==> src/rtl/square_seq_if.sv <==
// Bundle of the radicand input, square-root core and result channels of square_seq.
// slave is the square_seq view; master is the surrounding environment.
interface square_seq_if;
  logic        in_valid;
  logic        in_ready;
  logic [15:0] in_data;
  logic        sq_start;
  logic [2:0]  sq_mode;
  logic [15:0] sq_data;
  logic [7:0]  sq_root;
  logic [8:0]  sq_rem;
  logic        sq_finish;
  logic        out_valid;
  logic        out_ready;
  logic [15:0] out_radicand;
  logic [7:0]  out_root;
  logic [8:0]  out_rem;
  logic        out_err;

  modport slave (
    input  in_valid, in_data, sq_root, sq_rem, sq_finish, out_ready,
    output in_ready, sq_start, sq_mode, sq_data,
           out_valid, out_radicand, out_root, out_rem, out_err
  );

  modport master (
    output in_valid, in_data, sq_root, sq_rem, sq_finish, out_ready,
    input  in_ready, sq_start, sq_mode, sq_data,
           out_valid, out_radicand, out_root, out_rem, out_err
  );
endinterface

==> src/rtl/square_seq.sv <==
// Buffers radicands in a small FIFO, issues them one at a time to an external
// square-root core, self-checks the returned root/remainder and presents the result.
module square_seq #(
  parameter int unsigned DEPTH   = 4,
  parameter int unsigned TIMEOUT = 64,
  parameter logic [2:0]  MODE    = 3'd0
) (
  input logic         clk,
  input logic         rst,
  square_seq_if.slave bus
);
  localparam int unsigned AW  = $clog2(DEPTH);
  localparam int unsigned CW  = AW + 1;
  localparam int unsigned WCW = $clog2(TIMEOUT + 1);
  localparam logic [CW-1:0]  FULL_CNT  = CW'(DEPTH);
  localparam logic [WCW-1:0] WAIT_LAST = WCW'(TIMEOUT - 1);

  typedef enum logic [1:0] {
    IDLE  = 2'd0,
    ISSUE = 2'd1,
    WAIT  = 2'd2,
    OUT   = 2'd3
  } state_t;

  state_t          state_q, state_d;
  logic [15:0]     mem_q [DEPTH];
  logic [AW-1:0]   wr_ptr_q, wr_ptr_d;
  logic [AW-1:0]   rd_ptr_q, rd_ptr_d;
  logic [CW-1:0]   count_q, count_d;
  logic [WCW-1:0]  wcnt_q, wcnt_d;
  logic [15:0]     sq_data_q, sq_data_d;
  logic [15:0]     out_radicand_q, out_radicand_d;
  logic [7:0]      out_root_q, out_root_d;
  logic [8:0]      out_rem_q, out_rem_d;
  logic            out_err_q, out_err_d;
  logic            in_ready_s;
  logic            push_s;
  logic            pop_s;

  // A result is bad when root^2 + rem misses the radicand or rem exceeds 2*root.
  function automatic logic check_fail(input logic [15:0] rad,
                                      input logic [7:0]  root,
                                      input logic [8:0]  rem);
    logic [16:0] recon;
    recon = ({9'd0, root} * {9'd0, root}) + {8'd0, rem};
    return (recon != {1'b0, rad}) || ({8'd0, rem} > {8'd0, root, 1'b0});
  endfunction

  assign in_ready_s = (count_q != FULL_CNT);
  assign push_s     = bus.in_valid && in_ready_s;

  // FIFO pointer and occupancy next-state.
  always_comb begin
    wr_ptr_d = wr_ptr_q;
    rd_ptr_d = rd_ptr_q;
    count_d  = count_q;
    if (push_s) begin
      wr_ptr_d = wr_ptr_q + AW'(1'b1);
    end else begin
      wr_ptr_d = wr_ptr_q;
    end
    if (pop_s) begin
      rd_ptr_d = rd_ptr_q + AW'(1'b1);
    end else begin
      rd_ptr_d = rd_ptr_q;
    end
    case ({push_s, pop_s})
      2'b10:   count_d = count_q + CW'(1'b1);
      2'b01:   count_d = count_q - CW'(1'b1);
      default: count_d = count_q;
    endcase
  end

  // Sequencer next-state and result capture.
  always_comb begin
    state_d        = state_q;
    pop_s          = 1'b0;
    wcnt_d         = wcnt_q;
    sq_data_d      = sq_data_q;
    out_radicand_d = out_radicand_q;
    out_root_d     = out_root_q;
    out_rem_d      = out_rem_q;
    out_err_d      = out_err_q;
    case (state_q)
      IDLE: begin
        if (count_q != {CW{1'b0}}) begin
          pop_s     = 1'b1;
          sq_data_d = mem_q[rd_ptr_q];
          state_d   = ISSUE;
        end else begin
          state_d = IDLE;
        end
      end
      ISSUE: begin
        wcnt_d  = {WCW{1'b0}};
        state_d = WAIT;
      end
      WAIT: begin
        if (bus.sq_finish) begin
          out_radicand_d = sq_data_q;
          out_root_d     = bus.sq_root;
          out_rem_d      = bus.sq_rem;
          out_err_d      = check_fail(sq_data_q, bus.sq_root, bus.sq_rem);
          state_d        = OUT;
        end else if (wcnt_q == WAIT_LAST) begin
          // Core never answered: report an errored, zeroed result.
          out_radicand_d = sq_data_q;
          out_root_d     = 8'd0;
          out_rem_d      = 9'd0;
          out_err_d      = 1'b1;
          state_d        = OUT;
        end else begin
          wcnt_d = wcnt_q + WCW'(1'b1);
        end
      end
      OUT: begin
        if (bus.out_ready) begin
          state_d = IDLE;
        end else begin
          state_d = OUT;
        end
      end
      default: state_d = IDLE;
    endcase
  end

  // State, pointer and result registers.
  always_ff @(posedge clk or negedge rst) begin
    if (!rst) begin
      state_q        <= IDLE;
      wr_ptr_q       <= {AW{1'b0}};
      rd_ptr_q       <= {AW{1'b0}};
      count_q        <= {CW{1'b0}};
      wcnt_q         <= {WCW{1'b0}};
      sq_data_q      <= 16'd0;
      out_radicand_q <= 16'd0;
      out_root_q     <= 8'd0;
      out_rem_q      <= 9'd0;
      out_err_q      <= 1'b0;
    end else begin
      state_q        <= state_d;
      wr_ptr_q       <= wr_ptr_d;
      rd_ptr_q       <= rd_ptr_d;
      count_q        <= count_d;
      wcnt_q         <= wcnt_d;
      sq_data_q      <= sq_data_d;
      out_radicand_q <= out_radicand_d;
      out_root_q     <= out_root_d;
      out_rem_q      <= out_rem_d;
      out_err_q      <= out_err_d;
    end
  end

  // FIFO storage; contents are meaningless while the occupancy is zero.
  always_ff @(posedge clk) begin
    if (push_s) begin
      mem_q[wr_ptr_q] <= bus.in_data;
    end
  end

  assign bus.in_ready     = in_ready_s;
  assign bus.sq_start     = (state_q == ISSUE);
  assign bus.sq_mode      = MODE;
  assign bus.sq_data      = sq_data_q;
  assign bus.out_valid    = (state_q == OUT);
  assign bus.out_radicand = out_radicand_q;
  assign bus.out_root     = out_root_q;
  assign bus.out_rem      = out_rem_q;
  assign bus.out_err      = out_err_q;
endmodule
==> src/flat_wrapper.sv <==
// flat-port wrapper written by rule: the top's interface ports become plain ports
module square_seq_flat 
#(
  parameter int unsigned DEPTH   = 4,
  parameter int unsigned TIMEOUT = 64,
  parameter logic [2:0]  MODE    = 3'd0
)
  (clk, rst, bus_in_valid, bus_in_data, bus_sq_root, bus_sq_rem, bus_sq_finish, bus_out_ready, bus_in_ready, bus_sq_start, bus_sq_mode, bus_sq_data, bus_out_valid, bus_out_radicand, bus_out_root, bus_out_rem, bus_out_err);
  square_seq_if bus_i ();
  input logic clk;
  input logic rst;
  input wire logic [$bits(bus_i.in_valid)-1:0] bus_in_valid;
  input wire logic [$bits(bus_i.in_data)-1:0] bus_in_data;
  input wire logic [$bits(bus_i.sq_root)-1:0] bus_sq_root;
  input wire logic [$bits(bus_i.sq_rem)-1:0] bus_sq_rem;
  input wire logic [$bits(bus_i.sq_finish)-1:0] bus_sq_finish;
  input wire logic [$bits(bus_i.out_ready)-1:0] bus_out_ready;
  output wire logic [$bits(bus_i.in_ready)-1:0] bus_in_ready;
  output wire logic [$bits(bus_i.sq_start)-1:0] bus_sq_start;
  output wire logic [$bits(bus_i.sq_mode)-1:0] bus_sq_mode;
  output wire logic [$bits(bus_i.sq_data)-1:0] bus_sq_data;
  output wire logic [$bits(bus_i.out_valid)-1:0] bus_out_valid;
  output wire logic [$bits(bus_i.out_radicand)-1:0] bus_out_radicand;
  output wire logic [$bits(bus_i.out_root)-1:0] bus_out_root;
  output wire logic [$bits(bus_i.out_rem)-1:0] bus_out_rem;
  output wire logic [$bits(bus_i.out_err)-1:0] bus_out_err;
  assign bus_i.in_valid = bus_in_valid;
  assign bus_i.in_data = bus_in_data;
  assign bus_i.sq_root = bus_sq_root;
  assign bus_i.sq_rem = bus_sq_rem;
  assign bus_i.sq_finish = bus_sq_finish;
  assign bus_i.out_ready = bus_out_ready;
  assign bus_in_ready = bus_i.in_ready;
  assign bus_sq_start = bus_i.sq_start;
  assign bus_sq_mode = bus_i.sq_mode;
  assign bus_sq_data = bus_i.sq_data;
  assign bus_out_valid = bus_i.out_valid;
  assign bus_out_radicand = bus_i.out_radicand;
  assign bus_out_root = bus_i.out_root;
  assign bus_out_rem = bus_i.out_rem;
  assign bus_out_err = bus_i.out_err;
  square_seq #(.DEPTH(DEPTH), .TIMEOUT(TIMEOUT), .MODE(MODE)) u_core (.clk(clk), .rst(rst), .bus(bus_i));
endmodule
==> config.mk <==
export PLATFORM = sky130hd
export DESIGN_NAME = square_seq_flat
export DESIGN_NICKNAME = d
export VERILOG_FILES = /design/src/rtl/square_seq_if.sv /design/src/rtl/square_seq.sv /design/src/flat_wrapper.sv
export SDC_FILE = /design/constraint.sdc
export NUM_CORES = 1
export LEC_CHECK = 0
export CORE_MARGIN = 4
export CORE_UTILIZATION = 35
export CTS_CLUSTER_SIZE = 16
export DETAILED_ROUTE_END_ITERATION = 6
export PLACE_DENSITY = 0.55
export SETUP_SLACK_MARGIN = 0.15
export SKIP_LAST_GASP = 1
export SLEW_MARGIN = 10
export SYNTH_ARGS = -nofsm -noshare
export SYNTH_HDL_FRONTEND = slang
export SYNTH_SLANG_ARGS = --single-unit
==> constraint.sdc <==
create_clock -name clk -period 4.05 [get_ports clk]
set_input_delay 1.0125 -clock clk [delete_from_list [all_inputs] [get_ports clk]]
set_output_delay 1.0125 -clock clk [all_outputs]
set_load 0.005 [all_outputs]
* Word-level counts from Yosys, hierarchy flattened
Memory sizes are Yosys's and may differ from the RTL's. A register that Yosys moved wholly into a read port is not among the register bits.
Index checks and enable logic that the tools add are counted.
** Storage, ports and cells
- Bits of input ports :: 38
- Memories kept :: 1
- Latch bits :: 0
- Memory bits (writable) :: 64
- Output and inout bits :: 56
- Bits in read-only memories :: 0
- Register bits after elaboration :: 50
** Operators by class
- Add/subtract/negate cells :: 6
- Magnitude comparators :: 1
- Reduce and logical (&&, ||, !) cells :: 11
- Eq/ne operators :: 11
- Bitwise operators :: 0
- Shifts and indexed selects :: 0
- Div/mod/pow operators :: 0
- Multiply operators :: 1
- Mux-type cells :: 21
** Memories
- u_core.mem_q :: words 4, width 16, read ports 1, clocked after memory_dff 1, write ports 1, RTL line square_seq.sv:26 : logic [15:0] mem_q [DEPTH];
** Operators with widths (count)
- $mux 16 :: 2
- $mux 9 :: 2
- $add 16x9->17 :: 1
- $ne 17x16->1 :: 1
- $mul 8x8->16 :: 1
- $mux 8 :: 2
- $mux 7 :: 2
- $pmux 7 s2 :: 1
- $gt 9x9->1 :: 1
- $pmux 2 s4 :: 1
- $add 7x1->7 const B :: 1
- $eq 7x6->1 const B :: 1
- $mux 1 :: 7
- $eq 2x2->1 const B :: 3
- $mux 2 :: 3
- $pmux 3 s2 :: 1
- $reduce_bool 2->1 :: 3
- $add 2x1->2 const B :: 2
- $eq 2x1->1 const B :: 2
- $ne 2x2->1 const B :: 2
- $reduce_and 2->1 :: 2
- $add 3x1->3 const B :: 1
- $ne 3x2->1 const B :: 1
- $ne 3x3->1 const B :: 1
- 7 further kinds :: 7

* Logic depth before layout (Yosys ltp)
Gate-level depths: netlist of run 1.
- Depth after elaboration :: 5
- Gate-level depth with buffers :: 20
- Depth with buffers taken out :: 18

* Worst setup path before layout of run 1
Ideal clock, no wire load.
- Path kind :: input to register
- Start point :: in bus_sq_root[6]
- End point :: reg u_core.out_err_q (netlist: u_core.bus.out_err)
- Arrival :: 5.254 ns
- Path buffers :: 2
- Cell stages on the path :: 18
- Setup slack :: -1.332 ns
- Cells stage by stage :: buf_2 > inv_1 > nor2_1 > inv_1 > fa_1 > fa_1 > fa_1 > fa_1 > inv_1 > ha_1 > clkbuf_2 > o21a_1 > nor3_1 > or4_1 > a311oi_1 > nand4_1 > nor4_1 > a21oi_1
** On the way
- Word-level cells in the longest chain between the ends :: 5
- Elaborated cells between the ends (all ways) :: 6
- Classes of those cells :: 1 x add/sub; 1 x mul; 1 x order compare; 1 x eq/ne; 1 x mux; 1 x reduce/logical
** RTL lines
- start, declared :: RTL line flat_wrapper.sv:14 : input wire logic [$bits(bus_i.sq_root)-1:0] bus_sq_root;
- $mul 8x8->16 :: RTL line square_seq.sv:45 : recon = ({9'd0, root} * {9'd0, root}) + {8'd0, rem};
- $add 16x9->17 :: RTL line square_seq.sv:45
- $ne 17x16->1 :: RTL line square_seq.sv:46 : return (recon != {1'b0, rad}) || ({8'd0, rem} > {8'd0, root, 1'b0});
- $logic_or 1x1->1 (*) :: RTL line square_seq.sv:46
- $mux 1 (*) :: RTL line square_seq.sv:99 : if (bus.sq_finish) begin
- end signal, assigned :: RTL line square_seq.sv:150 : out_err_q <= out_err_d;
- end, declared :: RTL line square_seq.sv:35 : logic out_err_q, out_err_d;
Mark *: on every way between the ends. The rest lies on a longest branch, timed or not.
A chain may end at the register's enable or synchronous reset.

* Worst setup path in the final report of run 1
- Start point :: in bus_sq_root[7]
- End point :: reg u_core.out_err_q (netlist: u_core.bus.out_err)
The elaborated chain is that of the path after synthesis.

==> summary.md, run 1 <==
| Metric | Value |
|---|---|
| Gate power share | 47.3% |
| Power consumption | 7360 uW |
| Part of the power in registers | 30.6% |
| Via count | 5134 |
| Final worst-path cycle share | 123% |
| Flip-flop and latch count after synthesis | 130 |
| Initial antenna violation count | 0 |
| Fraction of layout cells with a size suffix above 1 | 26.3% |
| GRT Util Overall | 15.9% |
| Worst R2R Path Depth | 7 |
| Worst Hold Slack | 0.474 ns |
| Post-route design area | 10000 um2 |
| Seq/Total Area, Yosys | 48.7% |
| PnR worst setup slack | -0.926 ns |
| CTS tree | done |
| CTS Buf Count | 17 |
| Cell taking the most area after synthesis | edfxtp_1 |
| Vias in the first global route | 5633 |
| Main flop type after synthesis | dfrtp_1 |
| Internal power | 4770 uW |
| CP top delay family | adder cells |
| First-pass GRT wire length | 29.6 mm |
| Final WL | 18.1 mm |
| Post-synth EDFFs | 64 |
| Reg-to-Reg Start | u_core.wcnt_q[0] |
| Commonest non-fill, non-tap cell in the layout | buf_4 |
| Port Buffers | 90 |
| Max-cap viol count | 0 |
| Clock Skews | 0.0150 ns |
| NumNets Final | 899 |
| Crit start category | input port |
| CP arrival | 5.27 ns |
| Max VDD drop | 0.354 mV |
| Die Area | 23400 um2 |
| CP max stage delay | 0.51 ns |
| R2R Setup Slk | 1.81 ns |
| PD cells | 735 nW/um2 |
| CP max FO | 5 |
| Core Area | 20400 um2 |
| Most frequent cells in the layout | buf_4, clkdlybuf4s50_1, nand2_1 |
| CTS Buffer Depth | 2 |
| RSZ-0062 raised after global routing | yes |
| Vias/cell | 4.84 |
| Synthesized area | 7340 um2 |
| Reg-to-Reg End | u_core.bus.out_radicand[8] |
| Routability Congestion | 0.879 |
| Violated checks | negative setup slack |
| Switching part of the total | 35.1% |
| Post-DR wirelength/cell | 17.0 um |
| Hold Startpoint | u_core.bus.out_radicand[5] |
| Hold Crit Class | flip-flop to flip-flop |
| Initial detailed-routing violation count | 167 |
| H-tree depth | 4 |
| # IOs | 94 |
| NetSw | 2580 uW |
| Hold_buf cts | 0 |
| Hold Path Stages | 2 |
| Remaining antenna violation count | 0 |
| Inserted Diodes | 0 |
| Die Span Y | 153 um |
| Starting density of the core | 35.9% |
| Critical Path Sink Type | flip-flop |
| Core Rows | 52 |
| Die width | 153 um |
| Largest net degree at the start of global routing | 41 |
| Least-Margin Pin Slew | 0.968 ns |
| Min cycle time layout | 4.98 ns |
| Worst Hold Endpoint | u_core.bus.out_radicand[5] |
| Top cell type's share of synthesized area | 26.2% |
| Final Max Slew Viols | 0 |
| Clock-pin transition on the worst setup and hold timing paths | 0.07 ns |
| CP most frequent cell | fa_1 |
| CP Class | input port to flip-flop |
| Crit path buffers/inverters | 7 |
| Hold Fails Final Rpt | 0 |
| DRC Markers | 0 |
| Slew headroom | 35.5% |
| FFs w/ async S/R, synth | 50.8% |
| Max Clk Rate | 201 MHz |
| DP Wirelength | 13.7 mm |
| Placement-stage cell area | 9200 um2 |
| Clk root buf | clkbuf_16 |
| Clk sinks | 130 |
| Synth top area cells | edfxtp_1, dfrtp_1, fa_1 |
| CP max-delay cell | fa_1 |
| Initial DRT Pass Iterations | 4 |
| Area Growth Syn to Fin | 36.3% |
| Run status | finished with violations |
| Netlist cell types | 54 |
| Mapped Cells | 600 |
| Worst skew pair latency | 0.42 ns |
| Final setup violation count | 1 |
| Cell leakage power | 0.00432 uW |
| CP required | 4.35 ns |
| Syn_area_per_cell | 12.2 um2 |
| Grt total ovfl | 0 |
| Synth warnings | 0 |
| Clock group share of total power | 22.0% |
| CP cell instances | buf_2 -> buf_6 -> buf_4 -> and2_4 -> fa_1 -> inv_1 -> fa_1 -> inv_1 -> fa_1 -> inv_1 -> fa_1 -> inv_2 -> ha_4 -> a21o_1 -> a31oi_4 -> a211oi_4 -> o2111a_1 -> nor3_2 -> nor4_1 -> a21oi_1 |
## cells by family (layout without fill, tap and decap cells)
kind of cell / count (synthesis) / after routing / share of synthesized area [%]
xor gates and xnor gates: 33 / 33 / 4.14
and+or+nand+nor: 153 / 153 / 9.51
AOI/OAI and AO/OA: 72 / 72 / 7.07
buffers and inverters: 93 / 281 / 5.04
muxes: 34 / 34 / 7.62
adders and majority gates: 84 / 84 / 17.9
DFF: 130 / 130 / 48.7
other: 1 / 3 / 0.0511
## how the worst max path moves through the flow
stage	startpoint	to	depth (start not counted)
2_1_floorplan	bus_sq_root[6]	u_core.bus.out_err	18
4_1_cts	bus_sq_root[7]	u_core.bus.out_err	20
6_report	bus_sq_root[7]	u_core.bus.out_err	20
3_3_place_gp	bus_sq_root[0]	u_core.bus.out_err	19
5_1_grt	bus_sq_root[7]	u_core.bus.out_err	20
3_5_place_dp	bus_sq_root[6]	u_core.bus.out_err	20
## layout make-up
type                       count  area, um2
clock buffer                  17        425
clock inverter                15        196
fill                        1849      10400
inverter                      70        272
multi-input combinational    379       3660
sequential                   130       3570
tap                          270        338
timing repair buffer         179       1540
## routing by layer
| layer | global-route usage (%) | vias to the layer above | share of wire, % |
|---|---|---|---|
| met1 | 19.3 | 2545 | 43 |
| met4 | 5.56 | 0 | 2.8 |
| met5 | 0 | - | 0 |
| met3 | 3.42 | 38 | 3.3 |
| li1 | - | 2439 | - |
| met2 | 28.1 | 112 | 51 |
## metrics by stage
step,util (%),cells,setup TNS (ns),setup slack (ns)
after floorplan,-,602,-0.852,-0.852
after global placement,45.1,1017,-1.81,-1.81
after detailed placement,45.1,1017,-1.87,-1.87
after CTS,48.9,1060,-0.929,-0.929
after global routing,49.0,1060,-1.05,-1.05
final,49.0,1060,-0.926,-0.926
## synthesized netlist by cell type (all sizes together), types with 6 or more instances
master / n
a21oi: 14
nand2: 76
nand4: 7
and2: 12
nor2: 25
clkbuf: 14
and3: 7
inv: 70
buf: 9
fa: 35
edfxtp: 64
dfrtp: 66
nor3: 6
xor2: 9
xnor2: 24
mux4: 16
o21ai: 12
ha: 49
mux2: 15
a22o: 17
## sequential cells by signal (all words and copies together), names as in the netlist
signal / cells
u_core.count_q: 3
u_core.bus.out_root: 8
u_core.bus.out_err: 1
u_core.bus.out_radicand: 16
u_core.state_q: 2
u_core.bus.out_rem: 9
u_core.wr_ptr_q: 2
u_core.rd_ptr_q: 2
u_core.mem_q: 64
u_core.bus.sq_data: 16
u_core.wcnt_q: 7
## tightest hold or removal path: stages, from the launching register on
cell	delay, ns
dfrtp_1	0.34
nand2_1	0.05
nand2_1	0.06
## power groups by stage
stage | logic (uW) | registers, uW | clock network (uW)
2_1_floorplan | 2140 | 2090 | 0
3_3_place_gp | 3320 | 2260 | 0
3_5_place_dp | 3370 | 2290 | 0
4_1_cts | 3520 | 2260 | 1660
5_1_grt | 3830 | 2330 | 1710
6_report | 3480 | 2250 | 1620
## what timing repair did
| action | 4_1_cts | 5_1_grt |
|---|---|---|
| buffers inserted | 11 | 0 |
| resized for setup | 67 | 5 |
| pin swaps | 28 | 6 |
| endpoints found under the setup margin | 1 | 1 |
Power figures use the tool's default switching activity.
==> inputs of run 2 (changes only) <==
- SKIP_CTS_REPAIR_TIMING: default -> 1
==> run 2 against run 1 <==
Against the previous run: the flow still finishes with violations (negative setup slack); via count fell by 0.16%; flip-flop and latch count did not move; global-route usage fell by 0.20 points; register-to-register slack got worse by 0.04 ns; clock skew fell by 0.00063 ns; utilization rose by 0.14 points; routed wire length fell by 0.32%; non-clock buffer count fell by 2.
==> summary.md, run 2 (same netlist as run 1, synthesis figures left out) <==
| Metric | Value |
|---|---|
| Die Span Y | 153 um (unchanged) |
| Initial DRT Pass Iterations | 4 (unchanged) |
| Routability Congestion | 0.879 (unchanged) |
| R2R Setup Slk | 1.77 ns (-0.04 ns) |
| Crit start category | input port |
| Clk root buf | clkbuf_16 |
| Clk sinks | 130 (unchanged) |
| Die Area | 23400 um2 (unchanged) |
| Hold Crit Class | flip-flop to flip-flop |
| Worst skew pair latency | 0.42 ns (about the same) |
| Area Growth Syn to Fin | 36.7% |
| CP max stage delay | 0.50 ns (about the same) |
| Port Buffers | 90 (unchanged) |
| Max reg flops | 64 (unchanged) |
| Reg-to-Reg End | u_core.bus.out_err |
| CTS tree | done |
| Post-DR wirelength/cell | 17.0 um (-0.13%) |
| Remaining antenna violation count | 0 (unchanged) |
| Biggest register | u_core.mem_q |
| Grt total ovfl | 0 (unchanged) |
| Max-cap viol count | 0 (unchanged) |
| Slew headroom | 35.6% (+0.094 points) |
| H-tree depth | 4 (unchanged) |
| Run status | finished with violations |
| NumNets Final | 897 (-0.22%) |
| Vias/cell | 4.84 (about the same) |
| Vias in the first global route | 5540 (-1.7%) |
| Inserted Diodes | 0 (unchanged) |
| Finished Core Util | 49.1% (+0.14 points) |
| Reg-to-Reg Start | u_core.bus.sq_data[2] |
| Min cycle time layout | 5.03 ns (+0.0494 ns) |
| Critical Path Sink Type | flip-flop |
| Pre-CTS setup slack | -1.87 ns (unchanged) |
| DP Wirelength | 13.7 mm (unchanged) |
| Instance count on the critical path | 20 (unchanged) |
| Final Max Slew Viols | 0 (unchanged) |
| CP arrival | 5.32 ns (+0.05 ns) |
| Starting density of the core | 35.9% (unchanged) |
| CP Class | input port to flip-flop |
| Clock-pin transition on the worst setup and hold timing paths | 0.07 ns (about the same) |
| Crit path from | bus_sq_root[1] |
| DRC Markers | 0 (unchanged) |
| Hold Fails Final Rpt | 0 (unchanged) |
| Power consumption | 7290 uW (-0.83%) |
| Via count | 5126 (-0.16%) |
| Largest net degree at the start of global routing | 41 (unchanged) |
| RSZ-0062 raised after global routing | yes |
| CTS Buf Count | 17 (unchanged) |
| CP top delay family | adder cells |
| Initial detailed-routing violation count | 153 (-8.4%) |
| CP max-delay cell | fa_1 |
| Most frequent cells in the layout | buf_4, clkdlybuf4s50_1, nand2_1 |
| # IOs | 94 (unchanged) |
| First-pass GRT wire length | 29.2 mm (-1.4%) |
| Max Clk Rate | 199 MHz (-0.98%) |
| GRT Util Overall | 15.7% (-0.20 points) |
| PD cells | 727 nW/um2 (-1.1%) |
| Commonest non-fill, non-tap cell in the layout | buf_4 |
| Final setup violation count | 1 (unchanged) |
| Least-Margin Pin Slew | 0.967 ns (-0.00141 ns) |
| PnR worst setup slack | -0.975 ns (-0.0494 ns) |
| Final worst-path cycle share | 124% (+1.2 points) |
| Final WL | 18.0 mm (-0.32%) |
| Fraction of layout cells with a size suffix above 1 | 25.9% (-0.44 points) |
| Max VDD drop | 0.337 mV (-5.0%) |
| Violated checks | negative setup slack |
| CP required | 4.35 ns (about the same) |
| CP cell instances | buf_4 -> clkinvlp_4 -> buf_6 -> nor2_4 -> buf_4 -> fa_1 -> inv_1 -> fa_1 -> inv_1 -> fa_1 -> inv_1 -> fa_1 -> inv_2 -> ha_4 -> nand4_1 -> a211oi_4 -> o2111a_1 -> nor3_1 -> nor4_1 -> a21oi_1 |
| Worst Hold Slack | 0.474 ns (-0.0000390 ns) |
| CP max FO | 6 (+1) |
| Core Rows | 52 (unchanged) |
| Worst setup path end | u_core.bus.out_err |
| Worst R2R Path Depth | 7 (unchanged) |
| CP most frequent cell | fa_1 |
| Crit path buffers/inverters | 8 (+1) |
| CTS Buffer Depth | 2 (unchanged) |
| Die width | 153 um (unchanged) |
| Clock Skews | 0.0144 ns (-0.000634 ns) |
| Cell leakage power | 0.00436 uW (+0.73%) |
| Core Area | 20400 um2 (unchanged) |
| Initial antenna violation count | 0 (unchanged) |
==> run 2: cell count changes in the layout (fill, tap and decap cells not counted), sizes merged <==
cell          previous run  this run
buf                     98        91
clkbuf                  17        22
dlygate4sd2              4         0
dlymetal6s2s             0         4
==> run 2: layout make-up <==
| type | instances | area [um2] |
|---|---|---|
| fill | 1832 | 10400 |
| inverter | 70 | 272 |
| timing repair buffer | 177 | 1570 |
| tap | 270 | 338 |
| multi-input combinational | 379 | 3660 |
| sequential | 130 | 3570 |
| clock buffer | 17 | 425 |
| clock inverter | 15 | 196 |
==> run 2: power by group <==
part	internal (uW)	total [uW]	leakage (uW)	switching, uW
Sequential	1830	2250	0.00140	412
Combinational	1920	3430	0.00266	1510
Clock	986	1620	0.000295	631
Total	4740	7290	0.00436	2550
==> run 2: metrics by stage <==
| step | TNS (ns) | area [um2] | std cells |
|---|---|---|---|
| final | -0.975 | 10000 | 1058 |
| after global routing | -1.09 | 10000 | 1058 |
| after detailed placement | -1.87 | 9200 | 1017 |
| after global placement | -1.81 | 9200 | 1017 |
| after floorplan | -0.852 | 7560 | 602 |
| after CTS | -1.42 | 9830 | 1049 |
==> run 2: tightest hold or removal path: stages (launching register included) <==
cell and delay [ns]:
dfrtp_1 0.34, nand2_1 0.05, nand2_1 0.06
==> run 2: worst min path at each step <==
stage,from,slack [ns],endpoint,cells after the start
after floorplan,u_core.count_q[2],0.46,u_core.count_q[2],1
after detailed placement,u_core.bus.out_radicand[5],0.46,u_core.bus.out_radicand[5],2
after global placement,u_core.bus.out_radicand[14],0.46,u_core.bus.out_radicand[14],2
after CTS,u_core.bus.out_radicand[5],0.48,u_core.bus.out_radicand[5],2
after global routing,u_core.bus.out_radicand[4],0.51,u_core.bus.out_radicand[4],2
final,u_core.bus.out_radicand[5],0.47,u_core.bus.out_radicand[5],2
==> run 2: metal layers <==
metal,wire [um],share of wire (%),up-vias,global-route usage (%)
met3,713,4.0,40,3.34
met1,7650,42,2531,19.2
met2,9110,51,124,27.8
met5,0,0,-,0
met4,534,3.0,0,5.13
li1,-,-,2431,-
